### src/rtl/adder_share_arbiter.sv
// adder_share_arbiter
//
// Shares a single (A_WIDTH)-bit + (B_WIDTH)-bit unsigned adder among NUM_REQ
// requesters. Requests are arbitrated round-robin. The registered sum is
// returned to the requester that won, through a valid/ready response
// handshake. When the owner keeps resp_ready high, one add completes per cycle.
//
// Ports:
//   clk         system clock, rising edge
//   rst_n       asynchronous active-low reset
//   req_valid   per-requester request valid
//   req_ready   per-requester request accepted this cycle (at most one bit set)
//   req_a       packed operand A, requester i at [i*A_WIDTH +: A_WIDTH]
//   req_b       packed operand B, requester i at [i*B_WIDTH +: B_WIDTH]
//   resp_valid  one-hot result valid for the owning requester
//   resp_ready  per-requester result accept (only the owner's bit is used)
//   resp_sum    registered sum, broadcast to all requesters
//   resp_carry  carry out of the A_WIDTH-bit addition (resp_sum MSB)

module adder_share_arbiter #(
  parameter int unsigned NUM_REQ = 2,
  parameter int unsigned A_WIDTH = 63,
  parameter int unsigned B_WIDTH = 11
) (
  input  logic                         clk,
  input  logic                         rst_n,
  input  logic [NUM_REQ-1:0]           req_valid,
  output logic [NUM_REQ-1:0]           req_ready,
  input  logic [NUM_REQ*A_WIDTH-1:0]   req_a,
  input  logic [NUM_REQ*B_WIDTH-1:0]   req_b,
  output logic [NUM_REQ-1:0]           resp_valid,
  input  logic [NUM_REQ-1:0]           resp_ready,
  output logic [A_WIDTH:0]             resp_sum,
  output logic                         resp_carry
);

  localparam int unsigned IdxW  = (NUM_REQ > 1) ? $clog2(NUM_REQ) : 1;
  // One extra bit so last_grant + 1 + k (at most 2*NUM_REQ-1) never overflows.
  localparam int unsigned CandW = IdxW + 1;
  localparam int unsigned SumW  = A_WIDTH + 1;

  typedef logic [IdxW-1:0] idx_t;

  typedef enum logic [0:0] {
    StIdle,
    StResult
  } state_e;

  state_e               state_q, state_d;
  idx_t                 owner_q, owner_d;
  idx_t                 last_q, last_d;
  logic [NUM_REQ-1:0]   valid_q, valid_d;
  logic [SumW-1:0]      sum_q, sum_d;

  idx_t                 winner;
  logic                 any_valid;
  logic [CandW-1:0]     cand;
  logic [NUM_REQ-1:0]   winner_oh;
  logic                 window_open;
  logic                 handshake;
  logic [A_WIDTH-1:0]   a_sel;
  logic [B_WIDTH-1:0]   b_sel;
  logic [SumW-1:0]      sum_new;

  // Round-robin search: first valid requester starting just after last_q.
  always_comb begin
    any_valid = 1'b0;
    winner    = '0;
    cand      = '0;
    for (int unsigned k = 0; k < NUM_REQ; k++) begin
      cand = CandW'(last_q) + CandW'(1) + CandW'(k);
      if (cand >= CandW'(NUM_REQ)) begin
        cand = cand - CandW'(NUM_REQ);
      end
      if (!any_valid && req_valid[cand[IdxW-1:0]]) begin
        any_valid = 1'b1;
        winner    = cand[IdxW-1:0];
      end
    end
  end

  // Operand mux and one-hot decode of the winner.
  always_comb begin
    a_sel     = '0;
    b_sel     = '0;
    winner_oh = '0;
    for (int unsigned i = 0; i < NUM_REQ; i++) begin
      if (winner == idx_t'(i)) begin
        a_sel        = req_a[i*A_WIDTH +: A_WIDTH];
        b_sel        = req_b[i*B_WIDTH +: B_WIDTH];
        winner_oh[i] = 1'b1;
      end
    end
  end

  // Zero-extend both operands so the carry lands in the MSB instead of wrapping.
  assign sum_new = {1'b0, a_sel} + SumW'(b_sel);

  // A held result blocks new work unless its owner drains it this cycle.
  assign window_open = (state_q == StIdle) || resp_ready[owner_q];
  // Gating with rst_n keeps req_ready low throughout reset.
  assign handshake   = rst_n && window_open && any_valid;
  assign req_ready   = handshake ? winner_oh : '0;

  always_comb begin
    state_d = state_q;
    owner_d = owner_q;
    last_d  = last_q;
    valid_d = valid_q;
    sum_d   = sum_q;
    unique case (state_q)
      StIdle: begin
        if (handshake) begin
          state_d = StResult;
          owner_d = winner;
          last_d  = winner;
          valid_d = winner_oh;
          sum_d   = sum_new;
        end
      end
      StResult: begin
        if (handshake) begin
          // Drain and refill in the same cycle.
          owner_d = winner;
          last_d  = winner;
          valid_d = winner_oh;
          sum_d   = sum_new;
        end else if (resp_ready[owner_q]) begin
          state_d = StIdle;
          valid_d = '0;
        end
      end
      default: begin
        state_d = StIdle;
        valid_d = '0;
      end
    endcase
  end

  always_ff @(posedge clk or negedge rst_n) begin
    if (!rst_n) begin
      state_q <= StIdle;
      owner_q <= '0;
      last_q  <= idx_t'(NUM_REQ - 1);
      valid_q <= '0;
      sum_q   <= '0;
    end else begin
      state_q <= state_d;
      owner_q <= owner_d;
      last_q  <= last_d;
      valid_q <= valid_d;
      sum_q   <= sum_d;
    end
  end

  assign resp_valid = valid_q;
  assign resp_sum   = sum_q;
  assign resp_carry = sum_q[SumW-1];

endmodule

### config.mk
export PLATFORM = sky130hd
export DESIGN_NAME = adder_share_arbiter
export DESIGN_NICKNAME = d
export VERILOG_FILES = /design/src/rtl/adder_share_arbiter.sv
export SDC_FILE = /design/constraint.sdc
export NUM_CORES = 1
export LEC_CHECK = 0
export ABC_CLOCK_PERIOD_IN_PS = 4800
export CAP_MARGIN = 40
export CORE_MARGIN = 2
export CORE_UTILIZATION = 30
export DETAILED_ROUTE_END_ITERATION = 10
export GPL_TIMING_DRIVEN = 0
export PLACE_DENSITY = 0.56
export RECOVER_POWER = 100
export SYNTH_ARGS = -nofsm -noshare
export SYNTH_HDL_FRONTEND = slang
export SYNTH_SLANG_ARGS = --single-unit
export TNS_END_PERCENT = 30
### constraint.sdc
create_clock -name clk -period 4.8 [get_ports clk]
set_clock_uncertainty 0.05 [all_clocks]
set_input_delay 0.48 -clock clk [delete_from_list [all_inputs] [get_ports clk]]
set_output_delay 0.48 -clock clk [all_outputs]
set_load 0.02 [all_outputs]
==> reports/metrics.csv, run 1 <==
metric;value;unit
slowest_delay;510;ps
reg2regPathDepth;16;
fmax;0.2165;GHz
cp-end-kind;flip-flop;
synthFlopType;dfrtp_1;
fillers;1814;
rows;49;
grt.total_usage;22.15;%
ant_nets;0;
synth_compound_area_share;16.48;%
io_buffers;222;
synth_common_cells;nand2_1 (195), dfrtp_1 (68), o21ai_0 (65);
synth_top_family_by_area;simple AND/OR/NAND/NOR gates;
worst-path-buf-inv;5;
grt_pass1_vias;6066;
ys_types;65;
die_x;140.7;µm
p_leak;3.732;nW
io_pins;223;
finalSetupViolations;0;
critPathMostFrequentCell;nand2_1;
num_antenna_cells;0;
p_per_area;338.9;nW/µm²
dp_hpwl;17720;µm
fin_crit_sh;96.22;%
syn_avg_cell_area;7.858;µm²
worstSkewPairLatency;350;ps
yosysSeqAreaShare;30.84;%
whs;41.25;ps
synth_most_common_cell;nand2_1;
max-vdd-ir-drop;205.0;µV
fin_nets;1114;
ff2ff_setup_slack;350;ps
wirelength;22520;µm
avgRoutedWirePerCell;19.05;µm
status;complete, but fails checks;
synth-simple-area-share;28.63;%
yosysWarnings;0;
initial_core_util;30.87;%
critPathArrivalTime;4790;ps
failed_checks;capacitance limit, slew limit;
synthXorXnorAreaFrac;9.067;%
finalHoldViolations;0;
drc;0;
coreArea;18150;µm²
critPathLaunchType;input pin;
hp-class;in2async;
grt_overflow_total;0;
critPathSlowestCell;clkdlybuf4s50_1;
cts_tree;yes;
cp_max_fo;19;
crit_chain;clkdlybuf4s50_1 > a21bo_2 > clkbuf_4 > buf_4 > buf_6 > clkbuf_2 > nand2_1 > nand2_1 > ha_1 > fa_1 > a21o_1 > a21oi_1 > a211oi_4 > o2111ai_4 > nor4_2 > xnor2_1 > o21ai_1;
die_h;140.7;µm
grt_setup_unrepaired;no;
async_flop_share;100.0;%
clockBufferDepth;2;
drt_iter0_drc;461;
grt_pass1_wl;34070;µm
cts-root-buf;clkbuf_16;
netlist_area;5603;µm²
firstDrtPassIters;5;
cts.sink_count;69;
synth_area_leaders;dfrtp_1 (30%), nand2_1 (13%), mux2i_1 (8.8%);
min_period;4619;ps
via_count;6207;
syn-num-nets;879;
drv_slew;37;
synth_fa_ha_area_share;2.814;%
worst_slew_pin_slew;2062;ps
worstPathRequired;4970;ps
antenna_found_initial;0;
drive_gt1_share;6.296;%
ff_latch_area;1728;µm²
r2r-end;resp_sum[52];
multi_input_area;3797;µm²
drv_cap;1;
yosys.area.top_type;dfrtp_1;
numCtsBuffers;9;
tns;0;ps
r2r-start;last_q;
clkSlewWorstSetupHoldPaths;60;ps
grt_max_degree;37;
synth_top_area_share;30.37;%
syn_to_final_growth;53.24;%
ys_ff_latch;69;
via_per_inst;5.251;
crit_family;compound AO/OA/AOI/OAI gates;
synth.area.mux_share;9.156;%
synth_cells;713;
crit_type;in2reg;
htreeDepth;3;
synth_edf_count;0;
die_area;19790;µm²
globalplace.congestion;0.8794;
relSlewSlack;-37.47;%
## logic make-up after synthesis
logic type	after synthesis
xor gates and xnor gates	58
adders and majority gates	12
muxes	51
buffers and inverters	39
AOI/OAI and AO/OA	137
DFF	69
and+or+nand+nor	347
## cell type report
type                    count  share of cell area (%)
repair buffers            228                   26.26
plain buffers              29                   1.720
clock inverters             7                   1.443
flip-flops and latches     69                   20.13
inverters                   6                  0.2623
multi-input cells         605                   44.23
clock buffers               9                   2.623
well taps                 229                   3.337
## worst max-delay path by stage
stage | from | depth (start not counted) | slack [ps] | end
after floorplan | req_valid[1] | 17 | 600 | resp_sum[53]
after global placement | req_valid[0] | 18 | -1640 | resp_sum[61]
after detailed placement | req_valid[0] | 18 | -1620 | resp_sum[53]
after CTS | req_valid[0] | 17 | 30 | resp_sum[62]
after global routing | req_valid[0] | 17 | 0.5 | resp_sum[48]
final | req_valid[1] | 17 | 180 | resp_sum[56]
## layer usage
layer | share of wire, % | up-vias | track usage [%]
li1 | - | 3017 | -
met1 | 47 | 2922 | 30.77
met2 | 44 | 244 | 35.22
met3 | 6.3 | 24 | 3.601
met4 | 2.2 | 0 | 7.211
met5 | 0 | - | 0
## flip-flops by register name, indices dropped and copies added (netlist names)
register and count:
resp_sum 64, state_q 1, owner_q 1, last_q 1, resp_valid 2
## through the flow
stage | area [µm²] | setup slack, ps | power (mW) | util (%) | instances
6_report | 8586 | 181.3 | 2.910 | 47.31 | 1182
5_1_grt | 8586 | 0.4547 | 3.071 | 47.31 | 1182
4_1_cts | 8547 | 29.24 | 2.994 | 47.10 | 1179
3_5_place_dp | 8139 | -1624 | 2.169 | 44.85 | 1166
3_3_place_gp | 8112 | -1642 | 2.164 | 44.70 | 1164
2_1_floorplan | 5603 | 603.7 | 1.494 | - | 713
## cells in the final DEF, fill, tap and decap left out, drive strengths merged, types with 18 or more instances in the layout
cell type and instances:
a21oi 18, buf 18, clkbuf 27, clkdlybuf4s50 151
dfrtp 68, dlygate4sd3 70, mux2i 49, nand2 195
nand3 39, nand4 25, nor2 25, o21ai 67
xnor2 31, xor2 27
## report_power, final
group / total (mW) / switching [mW] / internal [mW]
combinational: 1.27 / 0.727 / 0.546
sequential: 0.831 / 0.0865 / 0.745
clock: 0.806 / 0.295 / 0.511
total: 2.91 / 1.11 / 1.80
## worst reg2reg max path, cell delays in order, from the launching register on
cell and delay, ps:
dfstp_2 550, a21bo_2 260, clkbuf_4 280, buf_4 230
buf_6 260, clkbuf_2 290, nand2_1 110, nand2_1 110
ha_1 190, fa_1 220, a21o_1 180, a21oi_1 170
a211oi_4 390, o2111ai_4 310, nor4_2 360, xor2_1 240
o21ai_0 110
## timing repair
action	4_1_cts	5_1_grt
pin swaps	1	3
resized for setup	16	9
hold buffers	0	0
buffers inserted	0	4
cloned	0	0
setup endpoints to repair	57	32
Power figures use the tool's default switching activity.
==> run 2: changes to the inputs <==
--- a/config.mk
+++ b/config.mk
@@ -11,7 +11,8 @@
 export CORE_UTILIZATION = 30
 export DETAILED_ROUTE_END_ITERATION = 10
 export GPL_TIMING_DRIVEN = 0
-export PLACE_DENSITY = 0.56
+export HOLD_SLACK_MARGIN = 0.08
+export PLACE_DENSITY_LB_ADDON = 0.3
 export RECOVER_POWER = 100
 export SYNTH_ARGS = -nofsm -noshare
 export SYNTH_HDL_FRONTEND = slang
==> run 2 against run 1 <==
Against the previous run:
- the run now ends clean
- wire length fell by 2.2%
- worst setup slack better by 87 ps
- final cell count barely moved
- non-clock buffer count up 1
- critical path depth stayed put
- total power shrank 3.7%
- via count up 0.42%
- utilization shrank 0.18 points
- flip-flop and latch count unchanged
- hold slack improved by 380 ps
- highest routed layer unchanged
==> reports/metrics.csv, run 2 (synthesized netlist as in run 1, its figures left out) <==
metric;value;unit;change
max-vdd-ir-drop;189.3;µV;was 205.0 µV
grt_setup_unrepaired;no;;unchanged
min_period;4531;ps;was 4619 ps
final_core_util;47.13;%;was 47.31%
fin_cells;1183;;was 1182
finalPower;2.801;mW;was 2.910 mW
io_pins;223;;unchanged
globalplace.congestion;0.8880;;was 0.8794
rows;49;;unchanged
design_area;8553;µm²;was 8586 µm²
swShare;39.25;%;was 38.09%
initial_core_util;30.87;%;unchanged
die_x;140.7;µm;unchanged
grt.total_usage;21.74;%;was 22.15%
power.internal;1.702;mW;was 1.802 mW
final_cell_mix;nand2_1 (195), clkdlybuf4s50_1 (152), dlygate4sd3_1 (70);;was nand2_1 (195), clkdlybuf4s50_1 (151), dlygate4sd3_1 (70)
firstDrtPassIters;4;;was 5
multi_input_area;3770;µm²;was 3797 µm²
num_antenna_cells;0;;unchanged
critPathLaunchType;input pin;;unchanged
htreeDepth;3;;unchanged
grt_pass1_vias;6126;;was 6066
tns;0;ps;unchanged
finalSetupViolations;0;;unchanged
relSlewSlack;36.59;%;was -37.47%
placed_cell_area;8133;µm²;was 8139 µm²
drc;0;;unchanged
cts-root-buf;clkbuf_16;;unchanged
drv_slew;0;;was 37
drv_cap;0;;was 1
cp-end-kind;flip-flop;;unchanged
largest_reg_flops;64;;unchanged
via_per_inst;5.269;;was 5.251
clkSlewWorstSetupHoldPaths;60;ps;about the same
cts.sink_count;69;;unchanged
drive_gt1_share;6.184;%;was 6.296%
antenna_found_initial;0;;unchanged
fin_nets;1115;;was 1114
placed_cells;1166;;unchanged
io_buffers;222;;unchanged
crit_type;in2reg;;unchanged
ant_nets;0;;unchanged
p_leak;3.707;nW;was 3.732 nW
layout_commonest_cell;nand2_1;;unchanged
worstSkewPairLatency;340;ps;was 350 ps
worstPathRequired;4970;ps;about the same
syn_to_final_growth;52.66;%;was 53.24%
critPathArrivalTime;4700;ps;was 4790 ps
whs;421.7;ps;was 41.25 ps
hp-class;reg2reg;;was in2async
finalHoldViolations;0;;unchanged
wirelength;22030;µm;was 22520 µm
setup_ws;268.7;ps;was 181.3 ps
power_frac_clock;24.8;%;was 27.7%
ff_latch_area;1728;µm²;unchanged
pre_cts_ws;-1657;ps;was -1624 ps
avgRoutedWirePerCell;18.62;µm;was 19.05 µm
cp_max_fo;19;;unchanged
grt_max_degree;39;;was 37
clockBufferDepth;2;;unchanged
p_switching;1.100;mW;was 1.109 mW
worst_slew_pin_slew;941.2;ps;was 2062 ps
comb_power_share;45.5;%;was 43.7%
cts_tree;yes;;unchanged
die_area;19790;µm²;unchanged
via_count;6233;;was 6207
fillers;1806;;was 1814
p_per_area;327.5;nW/µm²;was 338.9 nW/µm²
fin_crit_sh;94.40;%;was 96.22%
grt_pass1_wl;33610;µm;was 34070 µm
drt_iter0_drc;338;;was 461
die_h;140.7;µm;unchanged
dp_hpwl;17450;µm;was 17720 µm
numCtsBuffers;9;;unchanged
fmax;0.2207;GHz;was 0.2165 GHz
p_seq_share;29.7;%;was 28.6%
grt_overflow_total;0;;unchanged
coreArea;18150;µm²;unchanged
status;completed;;was complete, but fails checks
run 2: final cells by class:
class | count | share of cell area [%]
well taps | 229 | 3.350
multi-input cells | 605 | 44.08
clock inverters | 7 | 0.9362
inverters | 6 | 0.2633
flip-flops and latches | 69 | 20.20
clock buffers | 9 | 2.633
repair buffers | 228 | 26.76
plain buffers | 30 | 1.785
run 2: per-layer routing:
layer  global-route usage [%]  share of wire (%)  vias up
met5                        0                  0        -
met4                    6.105                1.8        0
met3                    4.382                7.7       24
met2                    35.12                 45      270
met1                    29.61                 45     2910
li1                         -                  -     3029
run 2: power by group through the flow:
stage	logic (mW)	clock network (mW)	registers, mW
after floorplan	0.460	0	1.03
after global placement	1.31	0	0.844
after detailed placement	1.32	0	0.849
after CTS	1.33	0.716	0.842
after global routing	1.37	0.733	0.856
final	1.27	0.695	0.832
run 2: worst paths after layout:
check / slack, ps / end / startpoint / cells after the start
min in group asynchronous: 580 / resp_sum[22] / rst_n / 2
min: 420 / resp_sum[38] / resp_sum[38] / 2
max reg2reg: 460 / resp_sum[56] / last_q / 16
max in group asynchronous: 3490 / last_q / rst_n / 3
max: 270 / resp_sum[56] / req_valid[1] / 17
min reg2reg: 420 / resp_sum[38] / resp_sum[38] / 2
run 2: repair_timing:
action / in CTS / in global routing
pin swaps: 2 / 4
hold endpoints to repair: 33 / 0
buffers inserted: 1 / 2
hold buffers: 1 / 0
gates resized for setup: 13 / 12
endpoints found under the setup margin: 57 / 27
run 2: worst max-delay path, cell delays in order:
cell	delay, ps
clkdlybuf4s50_1	510
a21bo_2	310
clkbuf_4	230
clkbuf_4	250
buf_6	220
clkbuf_2	210
nand2_1	100
nand2_1	100
ha_1	250
fa_1	400
a21o_1	240
a21oi_2	290
a211oi_4	150
o2111ai_4	420
nor4_1	110
xnor2_1	300
o21ai_0	110
==> run 3: changes to the inputs <==
--- a/config.mk
+++ b/config.mk
@@ -12,7 +12,7 @@
 export DETAILED_ROUTE_END_ITERATION = 10
 export GPL_TIMING_DRIVEN = 0
 export HOLD_SLACK_MARGIN = 0.08
-export PLACE_DENSITY_LB_ADDON = 0.3
+export PLACE_DENSITY = 0.67
 export RECOVER_POWER = 100
 export SYNTH_ARGS = -nofsm -noshare
 export SYNTH_HDL_FRONTEND = slang
==> run 3 against run 2 <==
Against the previous run:
- worst setup slack got worse by 38 ps
- total power rose by 4.9%
- sequential share of layout area fell by 0.15 points
- hold slack got worse by 4.3 ps
- global-route usage rose by 0.44 points
- final cell count barely moved
- count of clock-buffer cells in the layout did not move
- fmax fell by 0.83%
- first-iteration DRC count rose by 28%
- critical path depth did not move
- utilization rose by 0.36 points
- critical endpoint is now resp_sum[32]
- largest cell class unchanged
- highest routed layer unchanged
==> reports/metrics.csv, run 3 (synthesized netlist as in run 1, its figures left out) <==
metric;value;unit;change
r2r-start;last_q;;unchanged
setup_ws;230.7;ps;was 268.7 ps
num_antenna_cells;0;;unchanged
final_cell_mix;nand2_1 (195), clkdlybuf4s50_1 (152), dlygate4sd3_1 (70);;unchanged
cts.sink_count;69;;unchanged
ant_nets;0;;unchanged
drive_gt1_share;6.492;%;was 6.184%
comb_power_share;43.4;%;was 45.5%
grt_max_degree;43;;was 39
layout_commonest_cell;nand2_1;;unchanged
cts_tree;yes;;unchanged
fin_crit_sh;95.19;%;was 94.40%
grt_overflow_total;0;;unchanged
finalPower;2.939;mW;was 2.801 mW
power.internal;1.853;mW;was 1.702 mW
numCtsBuffers;9;;unchanged
globalplace.congestion;0.8998;;was 0.8880
coreArea;18150;µm²;unchanged
grt_pass1_vias;6113;;was 6126
drc;0;;unchanged
drv_cap;0;;unchanged
rows;49;;unchanged
avgRoutedWirePerCell;18.81;µm;was 18.62 µm
p_per_area;341.0;nW/µm²;was 327.5 nW/µm²
dp_hpwl;17580;µm;was 17450 µm
grt.total_usage;22.18;%;was 21.74%
p_seq_share;28.3;%;was 29.7%
largest_reg_flops;64;;unchanged
die_h;140.7;µm;unchanged
initial_core_util;30.87;%;unchanged
htreeDepth;3;;unchanged
die_area;19790;µm²;unchanged
critPathArrivalTime;4730;ps;was 4700 ps
firstDrtPassIters;7;;was 4
via_per_inst;5.242;;was 5.269
p_switching;1.086;mW;was 1.100 mW
antenna_found_initial;0;;unchanged
via_count;6206;;was 6233
worstSkewPairLatency;340;ps;about the same
status;completed;;unchanged
clkSlewWorstSetupHoldPaths;60;ps;about the same
worstPathRequired;4960;ps;was 4970 ps
io_pins;223;;unchanged
worst_slew_pin_slew;959.6;ps;was 941.2 ps
final_core_util;47.49;%;was 47.13%
drt_iter0_drc;431;;was 338
swShare;36.96;%;was 39.25%
wirelength;22270;µm;was 22030 µm
finalHoldViolations;0;;unchanged
fin_nets;1116;;was 1115
pre_cts_ws;-1700;ps;was -1657 ps
whs_path_depth;2;;unchanged
grt_setup_unrepaired;no;;unchanged
hp-class;reg2reg;;unchanged
p_leak;3.750;nW;was 3.707 nW
io_buffers;222;;unchanged
clockBufferDepth;2;;unchanged
die_x;140.7;µm;unchanged
holdCritStartpoint;resp_sum[15];;was resp_sum[38]
relSlewSlack;35.35;%;was 36.59%
reg2regPathDepth;16;;unchanged
drv_slew;0;;unchanged
max-vdd-ir-drop;201.1;µV;was 189.3 µV
crit_type;in2reg;;unchanged
cts-root-buf;clkbuf_16;;unchanged
fmax;0.2189;GHz;was 0.2207 GHz
min_period;4569;ps;was 4531 ps
cp-startpoint;req_valid[1];;unchanged
power_frac_clock;28.2;%;was 24.8%
grt_pass1_wl;33950;µm;was 33610 µm
cp_max_fo;19;;unchanged
cp-end-kind;flip-flop;;unchanged
syn_to_final_growth;53.82;%;was 52.66%
critPathLaunchType;input pin;;unchanged
finalSetupViolations;0;;unchanged
-- run 3: changes by cell type in the layout (fill, tap and decap cells not counted), sizes merged --
cell	change
buf	-3
clkinvlp	-1
inv	-4
clkinv	+2
clkbuf	+4
bufinv	+3
-- run 3: worst paths after layout --
kind	end	slack [ps]
setup / recovery	resp_sum[32]	230
hold / removal	resp_sum[15]	420
setup reg to reg	resp_sum[52]	410
hold reg to reg	resp_sum[15]	420
max in group asynchronous	last_q	3530
min in group asynchronous	resp_sum[50]	550
-- run 3: layout make-up --
cell class | count | area [µm²]
timing repair buffer | 229 | 2282
sequential | 69 | 1728
clock inverter | 7 | 137.6
inverter | 6 | 22.52
multi-input combinational | 605 | 3781
buffer | 30 | 155.1
clock buffer | 9 | 225.2
tap | 229 | 286.5
fill | 1804 | 9529
-- run 3: through the flow --
stage	cells	TNS (ps)	instance area, µm²	hold WS (ps)
finish	1184	0	8618	417.4
global route	1184	0	8618	437.3
floorplan	713	0	5603	134.4
global placement	1164	-80270	8112	403.9
CTS	1183	0	8597	425.0
detailed placement	1166	-70370	8142	391.7
-- run 3: power groups by stage --
| stage | Sequential (mW) | Combinational [mW] | Clock [mW] |
|---|---|---|---|
| floorplan | 1.03 | 0.460 | 0 |
| global placement | 0.844 | 1.31 | 0 |
| detailed placement | 0.849 | 1.32 | 0 |
| CTS | 0.843 | 1.34 | 0.848 |
| global route | 0.855 | 1.38 | 0.867 |
| finish | 0.833 | 1.28 | 0.829 |
-- run 3: metal layers --
| layer | global-route usage [%] | routed length [µm] |
|---|---|---|
| met5 | 0 | 0 |
| met4 | 7.263 | 427 |
| met3 | 3.906 | 1618 |
| met2 | 36.43 | 10220 |
| met1 | 29.67 | 10000 |
-- run 3: worst max-delay path, cell delays in order --
cell and delay, ps:
clkdlybuf4s50_1 510, a21bo_2 320, clkbuf_4 230, clkbuf_4 240, buf_6 220, clkbuf_2 210
nand2_1 130, nand2_1 100, ha_1 230, fa_1 420, a21o_1 240, a21oi_2 260
a211oi_4 140, o211ai_1 510, a21oi_1 100, xor2_1 250, o21ai_0 110
-- run 3: timing repair --
| item | in CTS | in global routing |
|---|---|---|
| endpoints found under the hold margin | 29 | 0 |
| hold buffers | 1 | 0 |
| pin swaps | 2 | 3 |
| setup endpoints to repair | 58 | 30 |
| resized for setup | 19 | 7 |
| buffers inserted | 2 | 2 |
